--- config.mk ---
export PLATFORM = sky130hd
export DESIGN_NAME = edge_detect_multi
export DESIGN_NICKNAME = d
export VERILOG_FILES = /design/src/rtl/edge_detect_pkg.sv /design/src/rtl/edge_filter_ch.sv /design/src/rtl/edge_detect_multi.sv
export SDC_FILE = /design/constraint.sdc
export NUM_CORES = 1
export LEC_CHECK = 0
export ABC_AREA = 0
export CAP_MARGIN = 10
export CORE_ASPECT_RATIO = 1.75
export CORE_MARGIN = 8
export CORE_UTILIZATION = 64
export DETAILED_ROUTE_END_ITERATION = 10
export GPL_ROUTABILITY_DRIVEN = 0
export HOLD_SLACK_MARGIN = 0.12
export PLACE_DENSITY = 0.85
export SYNTH_ARGS = -nofsm -noshare
export SYNTH_HDL_FRONTEND = slang
export SYNTH_SLANG_ARGS = --single-unit
export TNS_END_PERCENT = 30
--- constraint.sdc ---
create_clock -name i_clk -period 3.6 [get_ports i_clk]
set_input_delay 0.9 -clock i_clk [delete_from_list [all_inputs] [get_ports i_clk]]
set_output_delay 0.9 -clock i_clk [all_outputs]
set_load 0.1 [all_outputs]
--- src/rtl/edge_detect_pkg.sv ---
// Shared constants, counter-width helper and per-channel filter state for edge_detect_multi.
package edge_detect_pkg;

    localparam int unsigned SYNC_STAGES_MIN = 2;
    localparam int unsigned DEB_CYCLES_MIN  = 1;
    localparam int unsigned CH_MIN          = 1;

    // Storage width of the debounce counter field; only cnt_width(DEB_CYCLES) bits ever toggle.
    localparam int unsigned CNT_W_MAX = 16;

    // Bits needed to count 0..deb_cycles.
    function automatic int unsigned cnt_width(input int unsigned deb_cycles);
        return (deb_cycles < 1) ? 1 : $clog2(deb_cycles + 1);
    endfunction

    typedef struct packed {
        logic                 level;
        logic [CNT_W_MAX-1:0] cnt;
    } ch_state_t;

endpackage

--- src/rtl/edge_filter_ch.sv ---
// One channel: synchroniser chain, debounce counter, registered rising/falling/any pulses.
module edge_filter_ch
    import edge_detect_pkg::*;
#(
    parameter int unsigned SYNC_STAGES = 2,
    parameter int unsigned DEB_CYCLES  = 4,
    parameter logic        RST_VAL     = 1'b0
) (
    input  logic i_clk,
    input  logic i_rst_n,
    input  logic i_signal,
    input  logic i_en,
    output logic o_level,
    output logic o_pos,
    output logic o_neg,
    output logic o_any
);

    localparam int unsigned          CNT_W    = cnt_width(DEB_CYCLES);
    localparam logic [CNT_W_MAX-1:0] CNT_LAST = CNT_W_MAX'(DEB_CYCLES - 1);

    if (CNT_W > CNT_W_MAX) begin : g_cnt_w_chk
        $error("edge_filter_ch: DEB_CYCLES too large for the counter field");
    end

    logic [SYNC_STAGES-1:0] sync_q;
    logic                   s;
    ch_state_t              state_q;
    ch_state_t              state_d;
    logic                   accept_c;

    // Synchroniser; the reset value matches the filtered level so reset release is silent.
    always_ff @(posedge i_clk or negedge i_rst_n) begin
        if (!i_rst_n) begin
            sync_q <= {SYNC_STAGES{RST_VAL}};
        end else begin
            sync_q <= {sync_q[SYNC_STAGES-2:0], i_signal};
        end
    end

    assign s = sync_q[SYNC_STAGES-1];

    // Debounce: a new level is accepted after DEB_CYCLES consecutive differing samples.
    always_comb begin
        state_d  = state_q;
        accept_c = 1'b0;
        if (s == state_q.level) begin
            state_d.cnt = '0;
        end else if (state_q.cnt == CNT_LAST) begin
            state_d.level = s;
            state_d.cnt   = '0;
            accept_c      = 1'b1;
        end else begin
            state_d.cnt = state_q.cnt + CNT_W_MAX'(1);
        end
    end

    always_ff @(posedge i_clk or negedge i_rst_n) begin
        if (!i_rst_n) begin
            state_q <= '{level: RST_VAL, cnt: '0};
        end else begin
            state_q <= state_d;
        end
    end

    // Pulses land in the same cycle as the level update; the enable only masks them.
    always_ff @(posedge i_clk or negedge i_rst_n) begin
        if (!i_rst_n) begin
            o_pos <= 1'b0;
            o_neg <= 1'b0;
            o_any <= 1'b0;
        end else begin
            o_pos <= i_en & accept_c & s;
            o_neg <= i_en & accept_c & ~s;
            o_any <= i_en & accept_c;
        end
    end

    assign o_level = state_q.level;

endmodule

--- src/rtl/edge_detect_multi.sv ---
// Multi-channel synchronised/debounced edge detector.
// Define EDGE_DETECT_STICKY_EN to add i_clr and the latched o_pos_sticky/o_neg_sticky outputs.
module edge_detect_multi
    import edge_detect_pkg::*;
#(
    parameter int unsigned    CH          = 8,
    parameter int unsigned    SYNC_STAGES = 2,
    parameter int unsigned    DEB_CYCLES  = 4,
    parameter logic [CH-1:0]  RST_VAL     = '0
) (
    input  logic          i_clk,
    input  logic          i_rst_n,
    input  logic [CH-1:0] i_signal,
    input  logic [CH-1:0] i_en,
    output logic [CH-1:0] o_level,
    output logic [CH-1:0] o_pos,
    output logic [CH-1:0] o_neg,
    output logic [CH-1:0] o_any
`ifdef EDGE_DETECT_STICKY_EN
    ,
    input  logic [CH-1:0] i_clr,
    output logic [CH-1:0] o_pos_sticky,
    output logic [CH-1:0] o_neg_sticky
`endif
);

    if (CH < CH_MIN) begin : g_ch_chk
        $error("edge_detect_multi: CH must be >= 1");
    end
    if (SYNC_STAGES < SYNC_STAGES_MIN) begin : g_sync_chk
        $error("edge_detect_multi: SYNC_STAGES must be >= 2");
    end
    if (DEB_CYCLES < DEB_CYCLES_MIN) begin : g_deb_chk
        $error("edge_detect_multi: DEB_CYCLES must be >= 1");
    end

    for (genvar i = 0; i < int'(CH); i++) begin : g_ch
        edge_filter_ch #(
            .SYNC_STAGES (SYNC_STAGES),
            .DEB_CYCLES  (DEB_CYCLES),
            .RST_VAL     (RST_VAL[i])
        ) u_ch (
            .i_clk    (i_clk),
            .i_rst_n  (i_rst_n),
            .i_signal (i_signal[i]),
            .i_en     (i_en[i]),
            .o_level  (o_level[i]),
            .o_pos    (o_pos[i]),
            .o_neg    (o_neg[i]),
            .o_any    (o_any[i])
        );
    end

`ifdef EDGE_DETECT_STICKY_EN
    // Sticky event flags; a same-cycle pulse wins over the clear.
    always_ff @(posedge i_clk or negedge i_rst_n) begin
        if (!i_rst_n) begin
            o_pos_sticky <= '0;
            o_neg_sticky <= '0;
        end else begin
            o_pos_sticky <= (o_pos_sticky & ~i_clr) | o_pos;
            o_neg_sticky <= (o_neg_sticky & ~i_clr) | o_neg;
        end
    end
`endif

endmodule

; ---- Word level (Yosys, flattened, before mapping)
; Index checks and enable logic that the tools add are counted.
[totals]
regBits = 176
out_inout_bits = 32
elab_cells = 152
[classes]
addsub = 8
n_eq_ne = 16
muxes = 32
bitwise_logic = 40
n_reduce_logical = 8
[ops]
columns = cell, count
row1 = 16-bit two-way mux, 16
row2 = "16-bit by 1-bit adder with 16-bit output, second input constant", 8
row3 = "16-bit by 2-bit equality test with 1-bit output, second input constant", 8
row4 = 1-bit bitwise AND, 24
row5 = 1-bit two-way mux, 16
row6 = 1-bit NOT, 16
row7 = 2-bit AND reduction, 8
row8 = 1-bit equality test, 8

; ---- Longest topological paths before layout
; Gate-level depths: netlist (run 1).
[logic_depth]
word_depth = 5
mapped_depth = 6

; ---- Modules after synthesis
; Synthesis (run 1) repeated with hierarchy kept, for this count alone.
[unflattened]
hier_cells = 752
hier_area_um2 = 7987.7
[by_module_without_submodules]
columns = mod, instances, cells_each, area_each_um2
row1 = edge_filter_ch, 8, 94, 998.5

; ---- Worst setup path after synthesis (run 1)
; Ideal clock, no wire load.
[synth_timing]
kind = reg-to-reg
startpoint = reg g_ch[6].u_ch.state_q[0] (netlist bit)
endpoint = reg g_ch[6].u_ch.state_q[10] (netlist bit)
setup_ns = 0.132
arrival_time_ns = 1.516
required_ns = 3.468
path_slack_ns = 1.952
path_stages_with_launch = 7
path_cell_list = dfrtp_1 -> ha_1 -> nor4b_1 -> nand4_1 -> nand2_1 -> clkbuf_1 -> nor2_1
[synth_lines]
columns = item, line_no
row1 = start: declaration, edge_filter_ch.sv:28  ; ch_state_t state_q;
row2 = start signal: assignment, edge_filter_ch.sv:60  ; state_q <= '{level: RST_VAL, cnt: '0};
row3 = start signal: assignment, edge_filter_ch.sv:62  ; state_q <= state_d;

; ---- Worst setup path after layout (run 1)
[layout_timing]
startpoint = reg g_ch[4].u_ch.o_neg
endpoint = out o_neg[4]
[layout_lines]
columns = item, line_no
row1 = start: declaration, edge_filter_ch.sv:15  ; output logic o_neg,
row2 = start signal: assignment, edge_filter_ch.sv:74  ; o_neg <= i_en & accept_c & ~s;
row3 = end: declaration, edge_detect_multi.sv:17  ; output logic [CH-1:0] o_neg,
; No word-level cell between the ends.

==> impl_results.md, run 1 <==
- Starting Density: 65.0%
- Critical Path RT: 2.70 ns
- Largest vdd supply drop: 0.000479 V
- Fmax: 0.355 GHz
- Die Y-Extent: 165 um
- FF-to-FF End: g_ch[5].u_ch.state_q[11]
- Setup TNS Final: 0 ns
- Synth Area in Simple Gates: 25.4%
- Fin nets: 836
- ANT nets after route: 0
- Top-area cell type share of the netlist area: 54.5%
- Max Root-Sink Buffers: 2
- Top-count cell post-synth: dfrtp_1
- CP startpoint kind: flip-flop
- H-tree depth: 4
- R2R depth: 5
- Site row count: 54
- Worst-path cell chain: clkdlybuf4s50_1
- Synth Area in Compound Gates: 1.64%
- Clock Skew: 0.00924 ns
- Delay-heaviest family, CP: buffers and inverters
- Design Area, Final: 9120 um^2
- Die Area: 16600 um^2
- Hold EP: g_ch[0].u_ch.sync_q[1]
- Chip width: 101 um
- Cts bufs inserted: 17
- Vias in the first global route: 6135
- Hold path cells: 0
- Inserted Diodes: 0
- RSZ-0062 raised after global routing: false
- Largest family of logic cells by synthesized area: simple AND/OR/NAND/NOR gates
- Max-cap violations: 0
- Largest net degree at the start of global routing: 94
- Status: finished, final reports clean
- Port Buffers: 49
- Synth area leaders: dfrtp_1 (55%), xnor2_1 (7.9%), nor2_1 (5.9%)
- Lkg Pwr: 3.78 nW
- Mux cell area share after synthesis: 0.836%
- Area Growth Syn to Fin: 12.9%
- Crit path max fanout: 1
- Initial antenna violation count: 0
- Drt wl/cell: 16.6 um
- Vias: 5854
- Synth Cell Area: 8080 um^2
- Hold path startpoint: g_ch[0].u_ch.sync_q[0]
- Cells resized by post-CTS repair: 0
- Final hold viol count: 0
- Crit path kind: reg -> out
- TritonRoute pass-1 iters: 5
- Clock sink count: 176
- WP buf/inv: 1
- Clock slew at reported path FFs: 0.06 ns
- Share of cells above drive strength 1: 8.39%
- Synth warnings: 0
- Post-synthesis cell type count: 34
- Root Driver: clkbuf_16
- Worst r2r src: g_ch[5].u_ch.state_q[0]
- Hold WC Path Type: reg -> reg
- # DRC: 0
- Period utilization: 78.2%
- Worst EP arrival: 1.92 ns
- Worst skew pair latency: 0.42 ns
- Crit end category: output port
- Setup violators final: 0
- Register bit count reported by yosys: 176
- Fin crit period: 2.82 ns
- GRT overflow: 0
- Slew headroom: 33.5%
- Global-route wire length before repair: 28.3 mm
- Core footprint: 12400 um^2
- Initial DRC Count: 334
- Tot GR Track Use: 21.3%
- Final HPWL from detailed placement: 10.8 mm
- Hold Buf Count CTS: 0
- R2r setup slk: 1.47 ns
- Post-CTS setup buffers: 0
- Area after DPL: 8470 um^2
- CTS tree: yes
- Post-synth top area cell: dfrtp_1
- Synth Area in XOR/XNOR: 11.8%
- Synthesized area per cell: 10.3 um^2
- Crit path largest cell delay: 1.15 ns
- Ys flop type: dfrtp_1
- Most frequent cells after synthesis: dfrtp_1 (176), nor2_1 (127), xnor2_1 (73)
- Vias per cell: 5.91
- Adder-cell share of the synthesized area: 1.24%
- Slowest-stage cell, CP: clkdlybuf4s50_1
- Ports: 50
- Post-synthesis cell count: 783
- Async set-reset flop share out of synthesis: 100%
- Register area share after synthesis: 54.5%
- WL final: 16.4 mm
- Power Dens Cells: 605 nW/um^2
- Synthesized netlist net count: 809
- Post-synth EDFFs: 0
- Max Slew Vio Count: 0
- Slew of the pin with the lowest slew margin: 0.994 ns
## area by class of cell
type	instances	area, um^2
Clock buffer	21	460
Clock inverter	10	184
Inverter	22	82.6
Multi-Input combinational cell	542	3310
Sequential cell	176	4400
Timing Repair Buffer	51	472
Tap cell	168	210
Fill cell	864	3310
## worst max path at each step
stage | start | to | slack [ns] | cells after the start
floorplan | g_ch[6].u_ch.state_q[0] | g_ch[6].u_ch.state_q[10] | 1.95 | 6
global placement | g_ch[4].u_ch.o_pos | o_pos[4] | 1.26 | 1
detailed placement | g_ch[4].u_ch.o_neg | o_neg[4] | 1.23 | 1
CTS | g_ch[4].u_ch.o_neg | o_neg[4] | 0.77 | 1
global route | g_ch[4].u_ch.o_neg | o_neg[4] | 0.75 | 1
finish | g_ch[4].u_ch.o_neg | o_neg[4] | 0.78 | 1
## sequential cells by signal, summed over array words and instances, names as in the netlist
register,count
g_ch.u_ch.sync_q,16
g_ch.u_ch.o_neg,8
g_ch.u_ch.state_q,128
g_ch.u_ch.o_level,8
g_ch.u_ch.o_pos,8
g_ch.u_ch.o_any,8
## through the flow
stage	worst slack [ns]	hold slack, ns	power (mW)	utilization, %	cells
floorplan	1.95	0.331	3.32	-	783
global route	0.746	0.360	5.75	73.3	990
detailed placement	1.23	0.338	3.56	68.2	959
global placement	1.26	0.334	3.51	68.2	959
finish	0.783	0.350	5.51	73.3	990
CTS	0.768	0.352	5.55	73.3	990
## power by group
part	leakage [nW]	switching, mW	internal, mW	total [mW]
Sequential	2.39	0.191	2.14	2.33
Clock	0.309	0.726	1.26	1.99
Combinational	1.08	0.888	0.305	1.19
## layout by cell type (no fill, tap or decap), drive strengths merged, types with 5 or more instances in the layout
master	instances
nor2b	6
bufinv	5
nor3b	16
nor2	127
nand4	38
and4	7
nor4	35
o31ai	6
xor2	36
a21oi	11
or4	6
nor3	35
mux2	6
ha	8
buf	22
nand2	49
dfrtp	176
and3	12
clkdlybuf4s50	29
nor4b	8
nand3	42
xnor2	73
inv	22
clkbuf	21
or2	10
## cell families (layout without fill, tap and decap cells)
| family | Yosys count | after routing |
|---|---|---|
| and+or+nand+nor | 397 | 397 |
| DFF | 176 | 176 |
| xor gates and xnor gates | 109 | 109 |
| buffers and inverters | 65 | 104 |
| AOI/OAI and AO/OA | 22 | 22 |
| adders and majority gates | 8 | 8 |
| muxes | 6 | 6 |
## metal layers
metal  wire length [um]  GRT usage, %
met3                704          5.07
met2               8940          38.3
met1               6340          22.7
met5                  0             0
met4                451          9.95
Power figures use the tool's default switching activity.
==> run 2, diff against run 1 <==
Settings changed: CORE_UTILIZATION 64 to 59, PLACE_DENSITY 0.85 to 0.79.
Clock period 3.6 ns to 2.6 ns, I/O delays scaled along.
==> run 2 against run 1 <==
  * Sequential share of layout area increased by 0.33 points
  * Clock-buffer cell count down 2
  * Via count fell by 1.8%
  * Cell area down 0.69%
  * Combinational power increased by 37%
  * Sequential cell count is the same
  * Critical path depth is 4 higher
  * Wire length fell by 3.2%
  * Total power is 34% higher
==> impl_results.md, run 2 (same netlist as run 1, synthesis figures left out) <==
- RSZ-0062 raised after global routing: false
- # DRC: 0 (unchanged)
- Largest net degree at the start of global routing: 59 (-37%)
- Clock sink count: 176 (unchanged)
- Slew headroom: 65.9% (+32 points)
- R2r setup slk: 0.61 ns (-0.86 ns)
- Post-CTS setup buffers: 0 (unchanged)
- Period utilization: 76.6%
- Die Area: 17800 um^2 (+7.4%)
- Commonest non-fill, non-tap cells in the layout: dfrtp_1 (176), nor2_1 (127), xnor2_1 (73), nand2_1 (49), nand3_1 (42)
- Fmax: 0.502 GHz
- Slew of the pin with the lowest slew margin: 0.510 ns (-0.483 ns)
- Chip width: 104 um (+3.5%)
- ANT nets after route: 0 (unchanged)
- Core footprint: 13400 um^2 (+7.6%)
- Lkg Pwr: 3.79 nW (+0.34%)
- Drt wl/cell: 16.0 um (-3.9%)
- Inserted Diodes: 0 (unchanged)
- Max-cap violations: 0 (unchanged)
- R2R depth: 5 (unchanged)
- Worst r2r src: g_ch[2].u_ch.state_q[0]
- Final std cells w/o fill: 997 (+0.71%)
- Area Growth Syn to Fin: 12.1%
- Vias per cell: 5.76 (-2.5%)
- FF-to-FF End: g_ch[2].u_ch.state_q[9]
- Placed Cells: 966 (+0.73%)
- CTS tree: yes
- Hold WS: 0.151 ns (-0.199 ns)
- WL final: 15.9 mm (-3.2%)
- Fillcell total: 982 (+14%)
- Setup violators final: 0 (unchanged)
- Crit end category: flip-flop
- Final hold viol count: 0 (unchanged)
- Largest vdd supply drop: 0.000798 V (+67%)
- Critical Path RT: 2.88 ns (+0.18 ns)
- Worst skew pair latency: 0.42 ns (about the same)
- CP startpoint kind: flip-flop
- Power Dens Cells: 815 nW/um^2 (+35%)
- Fin nets: 837 (+0.12%)
- Initial antenna violation count: 0 (unchanged)
- Fin crit period: 1.99 ns
- H-tree depth: 4 (unchanged)
- Crit path max fanout: 15 (+14)
- Status: finished, final reports clean
- Final HPWL from detailed placement: 11.1 mm (+2.9%)
- Crit path kind: reg -> reg
- Worst-path cell chain: ha_1 > nor4b_1 > nand4_1 > nand2_1 > nor2_1
- Largest register FFs: 128 (unchanged)
- Crit path largest cell delay: 0.44 ns (-0.71 ns)
- Clock Skew: 0.00739 ns (-0.00185 ns)
- GRT overflow: 0 (unchanged)
- Most common cell after layout, fill and taps aside: dfrtp_1
- Tot GR Track Use: 18.5% (-2.8 points)
- Root Driver: clkbuf_16
- Hold WC Path Type: in -> async
- Die Y-Extent: 171 um (+3.7%)
- Ports: 50 (unchanged)
- Worst EP arrival: 2.27 ns (+0.35 ns)
- Regs by FF count: g_ch.u_ch.state_q x128, g_ch.u_ch.sync_q x16
- Max Slew Vio Count: 0 (unchanged)
- Cts bufs inserted: 17 (unchanged)
- Vias in the first global route: 5834 (-4.9%)
- Cells resized by post-CTS repair: 0 (unchanged)
- Clock slew at reported path FFs: 0.07 ns (about the same)
- Vias: 5747 (-1.8%)
- Port Buffers: 49 (unchanged)
- Most flops, register: g_ch.u_ch.state_q
- Hold Buf Count CTS: 0 (unchanged)
- Global-route wire length before repair: 27.2 mm (-3.8%)
- TritonRoute pass-1 iters: 5 (unchanged)
- Site row count: 56 (+3.7%)
- Initial DRC Count: 304 (-9.0%)
- Max Root-Sink Buffers: 2 (unchanged)
- Slowest-stage cell, CP: nand2_1
- Setup TNS Final: 0 ns (unchanged)
- Starting Density: 60.4% (-4.6 points)
- Share of cells above drive strength 1: 10.3% (+1.9 points)
==> run 2: cell count changes in the layout (fill, tap and decap cells not counted), moves of 2 or more <==
cell / before / now
bufinv_16: 5 / 2
inv_6: 0 / 3
clkdlybuf4s50_1: 29 / 16
buf_4: 20 / 33
clkbuf_1: 2 / 0
==> run 2: how the worst max path moves through the flow <==
stage,from,to,slack (ns),cells after the start
floorplan,g_ch[6].u_ch.state_q[0],g_ch[6].u_ch.state_q[10],0.95,6
global placement,g_ch[0].u_ch.state_q[0],g_ch[0].u_ch.state_q[7],0.81,5
detailed placement,g_ch[6].u_ch.state_q[0],g_ch[6].u_ch.state_q[9],0.70,5
CTS,g_ch[2].u_ch.state_q[0],g_ch[2].u_ch.state_q[9],0.59,5
global route,g_ch[2].u_ch.state_q[0],g_ch[2].u_ch.state_q[9],0.49,5
finish,g_ch[2].u_ch.state_q[0],g_ch[2].u_ch.state_q[9],0.61,5
==> run 2: routing by layer <==
metal  up-vias  track usage [%]  routed length [um]
met2       151             34.7                8790
met4         0             6.84                 256
met1      2850             19.7                6230
met3        23             4.03                 624
met5         -                0                   0
li1       2723                -                   -
==> run 2: worst max-delay path, delay by kind of cell, from the launching register on <==
| family | cells | cell delay (ns) |
|---|---|---|
| adder cells (fa/ha/maj) | 1 | 0.27 |
| flip-flops | 1 | 0.41 |
| AND/OR/NAND/NOR | 4 | 1.18 |
==> run 2: cell type report <==
type | instances | area (um^2) | share of cell area [%]
multi-input combinational | 542 | 3310 | 36.5
clock inverter | 12 | 134 | 1.48
sequential | 176 | 4400 | 48.6
clock buffer | 19 | 453 | 5.00
inverter | 22 | 82.6 | 0.912
timing repair buffer | 52 | 459 | 5.07
tap | 174 | 218 | 2.40
==> run 2: report_power, final <==
part | total [mW] | leakage [nW] | internal [mW] | switching (mW)
sequential | 3.22 | 2.39 | 2.96 | 0.258
clock | 2.53 | 0.286 | 1.47 | 1.06
combinational | 1.63 | 1.12 | 0.422 | 1.21
==> run 2: metrics by stage <==
stage,instance area (um^2),total power [mW],setup WS (ns),util (%)
after floorplan,8080,4.59,0.952,-
after global placement,8470,4.86,0.806,63.3
after CTS,9060,7.45,0.590,67.7
after detailed placement,8470,4.92,0.704,63.3
final,9060,7.38,0.608,67.7
after global routing,9060,7.72,0.485,67.7
==> run 3, diff against run 2 <==
Settings changed: CORE_UTILIZATION 59 to 54, PLACE_DENSITY 0.79 to 0.76.
Clock period 2.6 ns to 1.7 ns, I/O delays scaled along.
==> run 3 against run 2 <==
  * Critical endpoint is now g_ch[6].u_ch.o_pos
  * Register-to-register slack lost 0.54 ns
  * Cell area increased by 11%
  * First-iteration DRC count shrank 2.6%
  * Fmax up 22%
==> impl_results.md, run 3 (same netlist as run 1, synthesis figures left out) <==
- Status: finished, final reports clean
- Most flops, register: g_ch.u_ch.state_q
- Share of cells above drive strength 1: 18.7% (+8.4 points)
- Period utilization: 95.9% (+19 points)
- Initial DRC Count: 296 (-2.6%)
- Max layer used: met4
- TritonRoute pass-1 iters: 4 (-1)
- Global-route wire length before repair: 28.1 mm (+3.2%)
- Seq pwr share: 42.2% (-1.5 points)
- H-tree depth: 4 (unchanged)
- DRT met1 WL: 6.27 mm (+0.53%)
- Core footprint: 14800 um^2 (+10%)
- Hold path cells: 0
- Logic gate share of total power: 28.2% (+6.1 points)
- Met3 WL: 421 um (-33%)
- WL final: 16.5 mm (+3.8%)
- Slew headroom: 73.1% (+7.2 points)
- Max Slew Vio Count: 0 (unchanged)
- Site row count: 59 (+5.4%)
- Fillcell total: 1069 (+8.9%)
- Lkg Pwr: 4.12 nW (+8.7%)
- CTS tree: yes
- Crit end category: flip-flop
- Final hold viol count: 0 (unchanged)
- DR WL met2: 9.49 mm (+7.9%)
- Placed Cells: 1020 (+5.6%)
- Inserted Diodes: 0 (unchanged)
- R2r setup slk: 0.07 ns (-0.54 ns)
- Vias per cell: 5.62 (-2.6%)
- Hold EP: g_ch[6].u_ch.sync_q[1]
- Setup violators final: 0 (unchanged)
- Area taken by multi-input logic gates: 3460 um^2 (+4.7%)
- Die Area: 19300 um^2 (+8.1%)
- Largest net degree at the start of global routing: 43 (-27%)
- Largest register FFs: 128 (unchanged)
- Hold path startpoint: g_ch[6].u_ch.sync_q[0]
- Cts bufs inserted: 17 (unchanged)
- R2R depth: 5 (unchanged)
- Largest vdd supply drop: 0.000962 V (+21%)
- FF-to-FF End: g_ch[6].u_ch.o_pos
- Commonest non-fill, non-tap cells in the layout: dfrtp_1 (168), nor2_1 (126), xnor2_1 (73), nand2_1 (49), buf_4 (46)
- Worst skew pair latency: 0.41 ns (about the same)
- Slew of the pin with the lowest slew margin: 0.399 ns (-0.111 ns)
- Max Root-Sink Buffers: 2 (unchanged)
- Vias in the first global route: 6284 (+7.7%)
- ANT nets after route: 0 (unchanged)
- Root Driver: clkbuf_16
- GRT overflow: 0 (unchanged)
- Crit path max fanout: 4 (-11)
- CP startpoint kind: flip-flop
- Die Y-Extent: 178 um (+4.1%)
- # DRC: 0 (unchanged)
- Starting Density: 54.7% (-5.6 points)
- Most common cell after layout, fill and taps aside: dfrtp_1
- Fin crit period: 1.63 ns (-0.362 ns)
- Switching Share: 33.7% (-0.47 points)
- Setup slack at placement: -0.0933 ns (-0.798 ns)
- Clock share of power: 29.6% (-4.7 points)
- Fin nets: 889 (+6.2%)
- Max-cap violations: 0 (unchanged)
- Vias: 5941 (+3.4%)
- Internal power: 7.81 mW (+61%)
- Drt wl/cell: 15.6 um (-2.2%)
- Port Buffers: 49 (unchanged)
- Area Growth Syn to Fin: 24.0%
- Crit path kind: reg -> reg
- Clock sink count: 176 (unchanged)
- Hold WC Path Type: reg -> reg
- Worst EP arrival: 1.94 ns (-0.33 ns)
- Critical Path RT: 2.01 ns (-0.87 ns)
- Fmax: 0.614 GHz (+22%)
- Worst r2r src: g_ch[6].u_ch.state_q[0]
- Final std cells w/o fill: 1058 (+6.1%)
- Ports: 50 (unchanged)
- Final HPWL from detailed placement: 11.5 mm (+4.0%)
- Clock Skew: 0.0115 ns (+0.00409 ns)
- Final worst slack: 0.0702 ns (-0.538 ns)
- FF/Latch Area: 4410 um^2 (+0.23%)
- Clock slew at reported path FFs: 0.06 ns (about the same)
- NetSw: 3.97 mW (+57%)
- Initial antenna violation count: 0 (unchanged)
- Regs by FF count: g_ch.u_ch.state_q x128, g_ch.u_ch.sync_q x16
- Power Dens Cells: 1180 nW/um^2 (+44%)
- Tot GR Track Use: 17.8% (-0.64 points)
- Chip width: 108 um (+3.8%)
## run 3: cell types whose count changed in the layout (fill, tap and decap cells not counted), sizes merged
cell         before  now
buf              36   87
clkinvlp          2    7
clkinv            5    2
bufinv            2    0
clkbuf           19   20
dlygate4sd3       0    1
inv              25   24
## run 3: layout make-up
class                           count  share of cell area (%)
Sequential cell                   176                    44.1
Clock buffer                       20                    4.46
Multi-Input combinational cell    542                    34.6
Clock inverter                     11                   0.837
Inverter                           22                   0.824
Tap cell                          183                    2.29
Timing Repair Buffer              104                    13.0
## run 3: metal layers
metal / track usage (%) / up-vias
li1: - / 2838
met1: 18.8 / 2977
met2: 33.1 / 98
met3: 3.13 / 28
met4: 8.03 / 0
met5: 0 / -
## run 3: worst max path at each step
stage                                        from                  endpoint  depth (start not counted)
after floorplan           g_ch[6].u_ch.state_q[0]  g_ch[6].u_ch.state_q[10]                          6
after global placement    g_ch[3].u_ch.state_q[0]        g_ch[3].u_ch.o_pos                          5
after detailed placement  g_ch[0].u_ch.state_q[1]        g_ch[0].u_ch.o_neg                          5
after CTS                 g_ch[3].u_ch.state_q[0]        g_ch[3].u_ch.o_pos                          5
after global routing      g_ch[2].u_ch.state_q[1]  g_ch[2].u_ch.state_q[14]                          5
final                     g_ch[6].u_ch.state_q[0]        g_ch[6].u_ch.o_pos                          5
## run 3: stage by stage
step / power [mW] / setup TNS (ns) / instance area, um^2 / util [%] / hold slack (ns)
3_5_place_dp: 8.24 / -0.235 / 9260 / 62.7 / 0.336
4_1_cts: 11.8 / -0.0224 / 9830 / 66.6 / 0.351
2_1_floorplan: 7.02 / 0 / 8080 / - / 0.129
3_3_place_gp: 8.14 / 0 / 9260 / 62.7 / 0.333
5_1_grt: 12.4 / -0.0265 / 10000 / 67.9 / 0.359
6_report: 11.8 / 0 / 10000 / 67.9 / 0.348
## run 3: power groups by stage
stage,clock [mW],sequential [mW],combinational (mW)
6_report,3.48,4.97,3.33
5_1_grt,3.76,5.03,3.56
4_1_cts,3.58,4.96,3.24
3_5_place_dp,0,5.04,3.20
3_3_place_gp,0,5.00,3.13
2_1_floorplan,0,4.88,2.14
## run 3: critical path, cell delays in order (launching register included)
cell	delay (ns)
dfrtp_1	0.41
ha_1	0.24
nor4b_2	0.27
and4_1	0.28
nand2_1	0.09
nor3b_1	0.24
## run 3: what timing repair did
item                                    CTS  global route
pin swaps                                 3             4
resized for setup                         4            36
hold buffers                              1             0
endpoints found under the setup margin    9           101
gates cloned                              0             0
hold endpoints to repair                 30             0
setup buffers                             2             4
